`config.mk`:
```
export PLATFORM = sky130hd
export DESIGN_NAME = pmp_entry
export DESIGN_NICKNAME = d
export VERILOG_FILES = /design/src/rtl/pmp_seq_pkg.sv /design/src/rtl/pmp_entry.sv
export SDC_FILE = /design/constraint.sdc
export NUM_CORES = 1
export LEC_CHECK = 0
export CAP_MARGIN = 15
export CORE_MARGIN = 2
export CORE_UTILIZATION = 40
export DETAILED_ROUTE_END_ITERATION = 16
export PLACE_DENSITY_LB_ADDON = 0.12
export SLEW_MARGIN = 40
export SYNTH_ARGS = -nofsm -noshare
export SYNTH_HDL_FRONTEND = slang
export SYNTH_SLANG_ARGS = --single-unit
```
`constraint.sdc`:
```
create_clock -name vclk -period 1.85
set_input_delay 0.185 -clock vclk [all_inputs]
set_output_delay 0.185 -clock vclk [all_outputs]
set_load 0.05 [all_outputs]
```
`src/rtl/pmp_seq_pkg.sv`:
```
// Shared types, encodings and the permission/domain decision rule used by the sequential PMP+DMP checker.
package pmp_seq_pkg;

  typedef enum logic [1:0] {
    ALLOW     = 2'd0,
    PERM_DENY = 2'd1,
    DOM_DENY  = 2'd2,
    NOMATCH   = 2'd3
  } cause_e;

  typedef enum logic [1:0] {
    IDLE  = 2'd0,
    CHECK = 2'd1,
    RESP  = 2'd2
  } state_e;

  typedef enum logic [1:0] {
    ADDR_OFF   = 2'd0,
    ADDR_TOR   = 2'd1,
    ADDR_NA4   = 2'd2,
    ADDR_NAPOT = 2'd3
  } addr_mode_e;

  // perm and request access share the encoding {x, w, r}
  typedef struct packed {
    logic       locked;
    logic [1:0] rsvd;
    addr_mode_e mode;
    logic [2:0] perm;
  } pmpcfg_t;

  typedef struct packed {
    logic [3:0] rsvd;
    logic [3:0] domain;
  } dmpcfg_t;

  localparam logic [1:0] PRIV_M = 2'b11;
  localparam logic [3:0] DOMI   = 4'd0;

  function automatic cause_e decide(input logic [2:0] access, input logic [2:0] perm,
                                    input logic [3:0] dom_cfg, input logic [3:0] cur);
    cause_e c;
    if ((access & perm) != access) begin
      c = PERM_DENY;
    end else if (dom_cfg != DOMI && cur != DOMI && cur != dom_cfg) begin
      c = DOM_DENY;
    end else begin
      c = ALLOW;
    end
    return c;
  endfunction

endpackage

```
`src/rtl/pmp_entry.sv`:
```
// Single PMP entry address matcher (OFF/TOR/NA4/NAPOT); pmpaddr holds address bits [PMP_LEN+1:2].
module pmp_entry
  import pmp_seq_pkg::*;
#(
  parameter int unsigned PLEN    = 34,
  parameter int unsigned PMP_LEN = 32
) (
  input  logic [PLEN-1:0]    addr_i,
  input  logic [PMP_LEN-1:0] conf_addr_i,
  input  logic [PMP_LEN-1:0] conf_addr_prev_i,
  input  logic [1:0]         conf_addr_mode_i,
  output logic               match_o
);

  logic [PMP_LEN-1:0] word_addr;
  logic [PMP_LEN-1:0] napot_mask;

  always_comb begin
    word_addr  = addr_i[PMP_LEN+1:2];
    // trailing ones plus the first zero mark the don't-care word bits of the region
    napot_mask = conf_addr_i ^ (conf_addr_i + PMP_LEN'(1));
    match_o    = 1'b0;
    case (conf_addr_mode_i)
      ADDR_TOR:   match_o = ({conf_addr_prev_i, 2'b00} <= addr_i) && (addr_i < {conf_addr_i, 2'b00});
      ADDR_NA4:   match_o = (word_addr == conf_addr_i);
      ADDR_NAPOT: match_o = (((word_addr ^ conf_addr_i) & ~napot_mask) == '0);
      default:    match_o = 1'b0;
    endcase
  end

endmodule

```
After elaboration in Yosys (flattened, before gate mapping) --
Index checks and enable logic that the tools add are counted.
Storage, ports and cells: register bits after elaboration 0, bits of input ports 100, output and inout bits 1, word-level logic and storage cells 14
Operators by class: $add $sub $neg 1, magnitude comparators 2, equality and inequality tests 4, mux-type cells 1, bitwise gates (word level) 4, reductions and logical operators 2
Operators by type and width (count):
- $xor 32x32->32 | 2
- $le 34x34->1 | 1
- $lt 34x34->1 | 1
- $add 32x1->32 const B | 1
- $and 32x32->32 | 1
- $eq 32x32->1 | 1
- $logic_not 32->1 | 1
- $not 32->32 | 1
- $eq 2x2->1 const B | 2
- $pmux 1 s3 | 1
- $eq 2x1->1 const B | 1
- $logic_and 1x1->1 | 1

Depth between registers and ports, before layout --
depth after elaboration 6, gate-level depth with buffers 9, mapped depth without buffers 9

Worst setup path after synthesis --
OpenSTA, ideal clock, no wires.
path kind input to output, start point in conf_addr_i[0], end point out match_o, data arrival time 1960 ps, required time 1665 ps, setup slack -295 ps, stages 8, buffers on the path 0, cell sequence ha_1 -> nand3_2 -> nor4_4 -> a21oi_1 -> nor4_2 -> nand4_1 -> nor3_1 -> o211a_1
Between the ends: word-level cells in the longest chain between the ends 6, elaborated cells between the ends (all ways) 10, those cells by class add/sub (1); order compare (1); eq/ne (1); mux (1); bitwise (4); reduce/logical (2)
Ends and longest elaborated chain:
- start, declared | line pmp_entry.sv:9 | input logic [PMP_LEN-1:0] conf_addr_i,
- $add 32x1->32 | line pmp_entry.sv:21 | napot_mask = conf_addr_i ^ (conf_addr_i + PMP_LEN'(1));
- $xor 32x32->32 | line pmp_entry.sv:21
- $not 32->32 | line pmp_entry.sv:26 | ADDR_NAPOT: match_o = (((word_addr ^ conf_addr_i) & ~napot_mask) == '0);
- $and 32x32->32 | line pmp_entry.sv:26
- $logic_not 32->1 | line pmp_entry.sv:26
- $pmux 1 s3 * | line pmp_entry.sv:23 | case (conf_addr_mode_i)
- end, declared | line pmp_entry.sv:12 | output logic match_o
Every way passes the cells marked *; elsewhere a longest branch is shown, timed or not.

Worst setup path in the final report --
start point in addr_i[8], end point out match_o
Between the ends: word-level cells in the longest chain between the ends 4, elaborated cells between the ends (all ways) 8, those cells by class order compare (2); eq/ne (1); mux (1); bitwise (2); reduce/logical (2)
Ends and longest elaborated chain:
- start, declared | line pmp_entry.sv:8 | input logic [PLEN-1:0] addr_i,
- branches (longest 3 deep; another with $le 34x34->1)
- $pmux 1 s3 * | line pmp_entry.sv:23
Mark *: on every way between the ends.

==> impl_metrics.yaml <==
synth:
  yosysWarnings: 0
  ys_types: 38
  netlist_instances: 303
  yosysSeqAreaShare_pct: 0
  syn_avg_cell_area_um2: 7.11
  syn-num-nets: 468
  synth.cell_area_mm2: 0.00215
cells_and_area:
  clkbuf_count: 0
  layout.nets: 673
  drive_above_1_share_pct: 47.0
  final-seq-area_um2: 0
  seq_cell_count: 0
  final_util_pct: 89.5
  fin_cells: 576
  syn2layout_area_growth_pct: 113
  layout_commonest_cell: "buf_4"
  diodes: 0
  final_cell_mix: "buf_4 (97), inv_1 (45), clkdlybuf4s50_1 (33), ha_4 (32), ha_1 (32)"
placement:
  gp_congestion: 0.941
  port_buffers: 101
  dp_cells: 550
  hpwl_mm: 6.96
grt:
  grt_pass1_vias: 3267
  antenna_found_initial: 0
  grt_usage_pct: 30.3
  overflow: 0
  grt_max_degree: 7
  grt_first_pass_wirelength_mm: 15.1
worst_setup_path:
  critPathKind: "primary input to primary output"
  cp-end-kind: "primary output"
  critPathLaunchType: "primary input"
  worstPathRequired_ns: 1.66
  worstPathArrival_ns: 2.22
  critPathLaunch: "addr_i[8]"
  cp-endpoint: "match_o"
  crit_path_max_fanout: 2
timing:
  period_share_pct: 130
  whs_ns: 1.12
  relSlewSlack_pct: 69.7
  min_period_ns: 2.41
  postLayoutSetupSlackWorst_ns: -0.557
  hold_viol: 0
  max_freq_mhz: 415
  setup_viol: 1
  tightest_slew_ns: 0.451
  drv_slew: 0
  rsz0062_at_grt: "true"
power:
  finalPower_uw: 1070
  power_frac_seq_pct: 0
  p_per_area_mw_per_mm2: 233
  pwr-share-clk_pct: 0
  cellLeakagePower_uw: 0.00225
  p_switching_uw: 490
  irDropWorstVdd_mv: 0.144
  pwr-share-comb_pct: 100.0
  intPower_uw: 582
  swShare_pct: 45.7
floorplanning:
  initial_core_util_pct: 41.9
  ios: 101
  rows: 26
  die-area_mm2: 0.00599
  core_area_mm2: 0.00514
  die_width_um: 77.4
  die_h_um: 77.4
routing:
  first_pass_iters: 5
  avgRoutedWirePerCell_um: 17.7
  first_iter_violations: 187
  post_drt_via_cell_ratio: 5.61
  num_vias: 3231
  antenna_left: 0
  drc: 0
  wl_mm: 10.2
flow_run:
  drv_cap: 0
cts:
  cts_hold_buffers: 0
hold_path:
  whs_path_depth: 5
  hold_class: "primary input to primary output"
outcome:
  status: "finished with violations"
  violations: "negative setup slack"
-- worst max-delay path: stages --
cell,delay [ns]
dlygate4sd2_1,0.27
ha_4,0.28
buf_4,0.10
nand4_1,0.19
nor4_2,0.39
a21oi_2,0.10
nor4_2,0.29
o211a_2,0.27
buf_12,0.14
-- power groups by stage --
stage	clock network [uW]	logic [uW]	registers (uW)
after floorplan	0	351	0
after global placement	0	828	0
after detailed placement	0	851	0
after CTS	0	971	0
after global routing	0	1150	0
final	0	1070	0
-- repair_timing --
item / in CTS / in global routing
pin swaps: 80 / 33
hold endpoints to repair: 0 / 0
gates resized for setup: 239 / 45
setup endpoints to repair: 1 / 1
cloned: 0 / 0
buffers inserted: 20 / 7
-- cells by family after synthesis --
group                      count (synthesis)  share of synthesized area (%)
and+or+nand+nor                           86                           25.1
AOI/OAI and AO/OA                         85                           25.5
adders and majority gates                 65                           37.7
buffers and inverters                     67                           11.7
-- worst min-delay path by stage --
stage                             start  endpoint
floorplan           conf_addr_mode_i[0]   match_o
global placement    conf_addr_mode_i[0]   match_o
detailed placement  conf_addr_mode_i[0]   match_o
CTS                     conf_addr_i[30]   match_o
global route            conf_addr_i[30]   match_o
finish                  conf_addr_i[30]   match_o
-- cells in the mapped netlist, drive strengths merged, types with 6 or more instances --
| cell | n | share of area [%] |
|---|---|---|
| nand3 | 9 | 2.3 |
| nand4 | 21 | 6.8 |
| nand2 | 11 | 1.9 |
| nor3 | 6 | 1.4 |
| nor4 | 15 | 5.6 |
| a21oi | 33 | 7.7 |
| o21ai | 8 | 1.9 |
| a21o | 22 | 7.7 |
| ha | 65 | 38 |
| nor2 | 9 | 1.6 |
| inv | 67 | 12 |
| a31oi | 6 | 1.7 |
-- metrics by stage --
step / TNS, ns / instance area [um^2] / setup slack, ns
after floorplan: -0.169 / 2210 / -0.169
after global placement: -0.889 / 3890 / -0.889
after detailed placement: -0.969 / 3890 / -0.969
after CTS: -0.411 / 4450 / -0.411
after global routing: -0.585 / 4600 / -0.585
final: -0.557 / 4600 / -0.557
-- routing by layer --
layer / vias up / wire, um / share of wire [%] / GRT usage (%)
met5: - / 0 / 0 / 0
met2: 146 / 5350 / 53 / 60.9
met3: 38 / 413 / 4.1 / 2.09
met1: 1514 / 4050 / 40 / 33.6
li1: 1533 / - / - / -
met4: 0 / 371 / 3.6 / 8.75
-- cell type report --
cell class,instances,area (um^2)
Tap cell,70,87.6
Fill cell,247,541
Timing Repair Buffer,203,1700
Inverter,67,264
Multi-Input combinational cell,236,2550
(Power assumes the default switching activity.)
